## src/rtl/bsg_plic_claim_arbiter.sv

```systemverilog
// rtl/bsg_plic_claim_arbiter.sv - PLIC gateway and claim/complete arbiter for one target
module bsg_plic_claim_arbiter #(
    parameter int num_src_p = 2,
    parameter int prio_width_p = 3,
    localparam int id_width_lp = $clog2(num_src_p + 1)
) (
    input  logic                              clk_i,
    input  logic                              reset_i,
    input  logic [num_src_p-1:0]              src_i,
    input  logic [num_src_p*prio_width_p-1:0] priority_i,
    input  logic [num_src_p-1:0]              enable_i,
    input  logic [prio_width_p-1:0]           threshold_i,
    input  logic                              claim_v_i,
    output logic [id_width_lp-1:0]            claim_id_o,
    input  logic                              complete_v_i,
    input  logic [id_width_lp-1:0]            complete_id_i,
    output logic [num_src_p-1:0]              pending_o,
    output logic                              irq_o
);

    typedef enum logic [1:0] {IDLE, PENDING, CLAIMED} gw_state_e;

    gw_state_e               state_q [num_src_p];
    gw_state_e               state_d [num_src_p];
    logic [id_width_lp-1:0]  winner_q, winner_d;
    logic                    irq_q;
    logic [id_width_lp-1:0]  best_id;
    logic [prio_width_p-1:0] best_prio;
    logic                    claim_fire;

    // Strict '>' on priority keeps the lowest ID on ties.
    always_comb begin
        best_id   = '0;
        best_prio = '0;
        for (int k = 0; k < num_src_p; k++) begin
            if (state_q[k] == PENDING && enable_i[k]
                && priority_i[k*prio_width_p +: prio_width_p] > threshold_i
                && (best_id == '0 || priority_i[k*prio_width_p +: prio_width_p] > best_prio)) begin
                best_id   = id_width_lp'(k + 1);
                best_prio = priority_i[k*prio_width_p +: prio_width_p];
            end
        end
    end

    // A claim against an empty winner is a no-op and must not disturb state.
    assign claim_fire = claim_v_i && (winner_q != '0);
    assign winner_d   = claim_fire ? '0 : best_id;

    always_comb begin
        for (int k = 0; k < num_src_p; k++) begin
            state_d[k] = state_q[k];
            case (state_q[k])
                IDLE:    if (src_i[k]) state_d[k] = PENDING;
                PENDING: if (claim_fire && winner_q == id_width_lp'(k + 1)) state_d[k] = CLAIMED;
                CLAIMED: if (complete_v_i && complete_id_i == id_width_lp'(k + 1)) state_d[k] = IDLE;
                default: state_d[k] = IDLE;
            endcase
        end
    end

    always_ff @(posedge clk_i) begin
        if (reset_i) begin
            for (int k = 0; k < num_src_p; k++) state_q[k] <= IDLE;
            winner_q <= '0;
            irq_q    <= 1'b0;
        end else begin
            for (int k = 0; k < num_src_p; k++) state_q[k] <= state_d[k];
            winner_q <= winner_d;
            irq_q    <= (winner_d != '0);
        end
    end

    always_comb begin
        pending_o = '0;
        for (int k = 0; k < num_src_p; k++) pending_o[k] = (state_q[k] == PENDING);
    end

    assign claim_id_o = winner_q;
    assign irq_o      = irq_q;

endmodule

```

## config.mk

```make
export PLATFORM = sky130hd
export DESIGN_NAME = bsg_plic_claim_arbiter
export DESIGN_NICKNAME = d
export VERILOG_FILES = /design/src/rtl/bsg_plic_claim_arbiter.sv
export SDC_FILE = /design/constraint.sdc
export NUM_CORES = 1
export LEC_CHECK = 0
export ABC_AREA = 1
export ABC_CLOCK_PERIOD_IN_PS = 2320
export CAP_MARGIN = 0
export CORE_AREA = 4 4 43 45
export CTS_CLUSTER_DIAMETER = 100
export DETAILED_ROUTE_END_ITERATION = 10
export DIE_AREA = 0 0 47 49
export GPL_TIMING_DRIVEN = 0
export PLACE_DENSITY = 0.7
export SLEW_MARGIN = 20
export SYNTH_ARGS = -nofsm -noshare
export SYNTH_HDL_FRONTEND = slang
export SYNTH_SLANG_ARGS = --single-unit
```

## constraint.sdc

```tcl
create_clock -name clk_i -period 2.32 [get_ports clk_i]
set_clock_uncertainty 0.2 [all_clocks]
set_input_delay 0.348 -clock clk_i [delete_from_list [all_inputs] [get_ports clk_i]]
set_output_delay 0.348 -clock clk_i [all_outputs]
set_load 0.03 [all_outputs]
```

==> results.cfg <==
[run_status]
outcome = finished clean

[placement]
dp_hpwl_microns = 1160
gp_routability_congestion = 0.797
port_buffers = 23
placed_area_sq_um = 822
post-place-cells = 117

[synth]
synth_sequential_area_ratio_pct = 24.5
syn_nets = 106
synth_top_cell_area_share_pct = 24.5
ys.warnings.count = 0
synth_largest_area_cell = dfxtp_1
postSynthCellCount = 78
post_synth_fa_ha_maj_area_fraction_pct = 19.7
synth_top_family_by_area = simple AND/OR/NAND/NOR gates
yosys.cell_types.count = 16
yosys_register_bits = 7
share_of_cell_area_taken_by_muxes_after_synthesis_pct = 0
syn_area_per_cell_sq_um = 7.33
synth_simple_gate_area_share_pct = 32.2
netlist_area_sq_um = 572
synth-xor-area-share_pct = 0
synth_compound_gate_area_share_pct = 14.4
netlist_top_cells_area = dfxtp_1 (25%), ha_1 (20%), nand2_1 (9.2%), nand3_1 (7.9%), inv_1 (7.2%)

[clocking]
cts_buffer_count = 3
cts.hold.buffers_added = 0
htree_levels = 1
cts-root-to-sink-buffers = 2
clock_latency_ns = 0.24
clock-root-buffer = clkbuf_4
numClockSinks = 7
tritoncts_clock_tree = done
path_clk_slew_ns = 0.05

[grt]
grt_pass1_vias = 551
busiest_layer = met2
first_pass_grt_wire_length_microns = 2210
grtUsageMet3_pct = 4.80
overflow = 0
grt.met1_usage_pct = 14.6
global_router_s_overall_resource_usage_pct = 13.2
largest_net_degree_at_the_start_of_global_routing = 6
antenna_found_initial = 0
grtUsageMet2_pct = 22.4

[setup_path]
type_of_origin_of_the_critical_path = input pin
timing.critical_path.to_type = flop
worst-path-max-fanout = 3
setup.worst_path.start = threshold_i[0]
critPathArrivalTime_ns = 2.16
worst-endpoint-required_ns = 2.25
timing.setup.critical_path_class = in -> reg
reg2reg_from = state_q[0][0]

[timing]
finalCriticalPeriod_ns = 2.22
final_min_period_over_clock_period_pct = 95.7
final-max-slew-violation-count = 0
maxClockFrequency_mhz = 450
tightest_slew_ns = 0.321
setup_viol = 0
worst_slew_margin_rel_pct = 78.4
final_hold_violation_count = 0
tns_ns = 0

[routing]
drt_first_iter_violations = 6
route.vias.total = 607
detail_route.first_pass.iterations = 4
wirelength_microns = 1470
routed_antenna_nets = 0
routedWlPerCell_microns = 11.8
route.detailed.drc = 0
via_density_per_instance = 4.90

[final_layout]
syn_to_final_growth_pct = 68.3
final_cell_area_sq_um = 962
fin_nets = 137
post_route_cells_drive_above_1_share_pct = 25.0
insertedDiodeCount = 0
layout.cells.most_common = clkdlybuf4s50_1
mostFrequentLayoutCells = clkdlybuf4s50_1 (19), nand2_1 (11), inv_1 (9)
count_of_non_filler_cells_in_the_finished_layout = 124

[power]
p_sw_share_pct = 32.1
ir_worst_vdd_uv = 453
p_seq_share_pct = 34.0
power_dens_cells_nw_per_um2 = 423
internal-power_mw = 0.277
pwr-share-comb_pct = 40.0
share_clk_of_total_power_pct = 25.9
power_dissipated_by_switching_net_loads_mw = 0.131
power.static_leakage_nw = 0.413

[floorplan]
design.die.area_sq_um = 2300
placement_rows = 14
start_util_pct = 38.9
io_pins = 24
die_x_microns = 47
die_height_microns = 49
coreArea_sq_um = 1470

[run]
drv_cap = 0

[min_path]
worstHoldPathType = reg -> reg
min_from = state_q[0][2]
## area by class of cell
| class | count | area, sq um |
|---|---|---|
| Inverter | 12 | 45.0 |
| Multi-Input combinational cell | 58 | 468 |
| Clock buffer | 4 | 26.3 |
| Sequential cell | 7 | 140 |
| Timing Repair Buffer | 26 | 255 |
| Tap cell | 16 | 20.0 |
| Buffer | 1 | 7.51 |
| Fill cell | 130 | 509 |
## cell usage after synthesis
| master | n |
|---|---|
| nor3_1 | 1 |
| a21oi_1 | 8 |
| a211oi_1 | 2 |
| nand2_1 | 14 |
| dfxtp_1 | 7 |
| nand3b_1 | 2 |
| inv_2 | 1 |
| ha_1 | 9 |
| nand3_4 | 1 |
| buf_4 | 1 |
| nor2_4 | 3 |
| nor2_1 | 4 |
| nand3_1 | 9 |
| inv_1 | 11 |
| o21a_1 | 1 |
| o21ai_0 | 4 |
## sequential cells by signal (all words and copies together) (netlist names)
register    cells
state_q         4
irq_o           1
claim_id_o      2
## stage by stage
| step | worst slack [ns] | hold slack (ns) | util [%] | power (mW) |
|---|---|---|---|---|
| after floorplan | 0.248 | 0.217 | - | 0.221 |
| after global placement | -0.363 | 0.260 | 55.9 | 0.278 |
| after detailed placement | -0.372 | 0.272 | 55.9 | 0.281 |
| after CTS | 0.00108 | 0.279 | 61.2 | 0.399 |
| after global routing | -0.00305 | 0.315 | 65.4 | 0.436 |
| final | 0.0992 | 0.286 | 65.4 | 0.407 |
## path summary, 6_finish.rpt
path	cells after the start	endpoint	slack [ns]
worst min-delay path	1	state_q[0][2]	0.29
worst max register to register	12	irq_o	0.47
worst max-delay path	13	irq_o	0.1
worst min register to register	1	state_q[0][2]	0.29
## what timing repair did
| action | in CTS | in global routing |
|---|---|---|
| endpoints found under the setup margin | 3 | 3 |
| setup buffers | 1 | 2 |
| resized for setup | 9 | 10 |
| pin swaps | 2 | 12 |
## worst max-delay path, stage by stage
cell,delay [ns]
clkdlybuf4s50_1,0.55
ha_4,0.23
nand3_2,0.07
nand3_4,0.07
nor2_4,0.13
nand2_2,0.08
ha_4,0.25
a21oi_2,0.13
nand2_1,0.06
nand2_1,0.07
nand2_2,0.06
nand3_2,0.07
nand2_1,0.05
## per-layer routing
metal,share of wire [%],wire [microns]
met3,3.8,55
met2,54,793
met4,0,0
met1,42,616
met5,0,0
## kinds of logic after synthesis
family                     Yosys count
AOI/OAI and AO/OA                   15
adders and majority gates            9
buffers and inverters               13
DFF                                  7
and+or+nand+nor                     34
## power by group through the flow
stage          clock network [mW]  logic, mW  registers, mW
3_5_place_dp                    0      0.141          0.141
3_3_place_gp                    0      0.137          0.141
2_1_floorplan                   0     0.0779          0.143
4_1_cts                     0.109      0.152          0.138
5_1_grt                     0.117      0.180          0.139
6_report                    0.106      0.163          0.139
(Power assumes the default switching activity.)
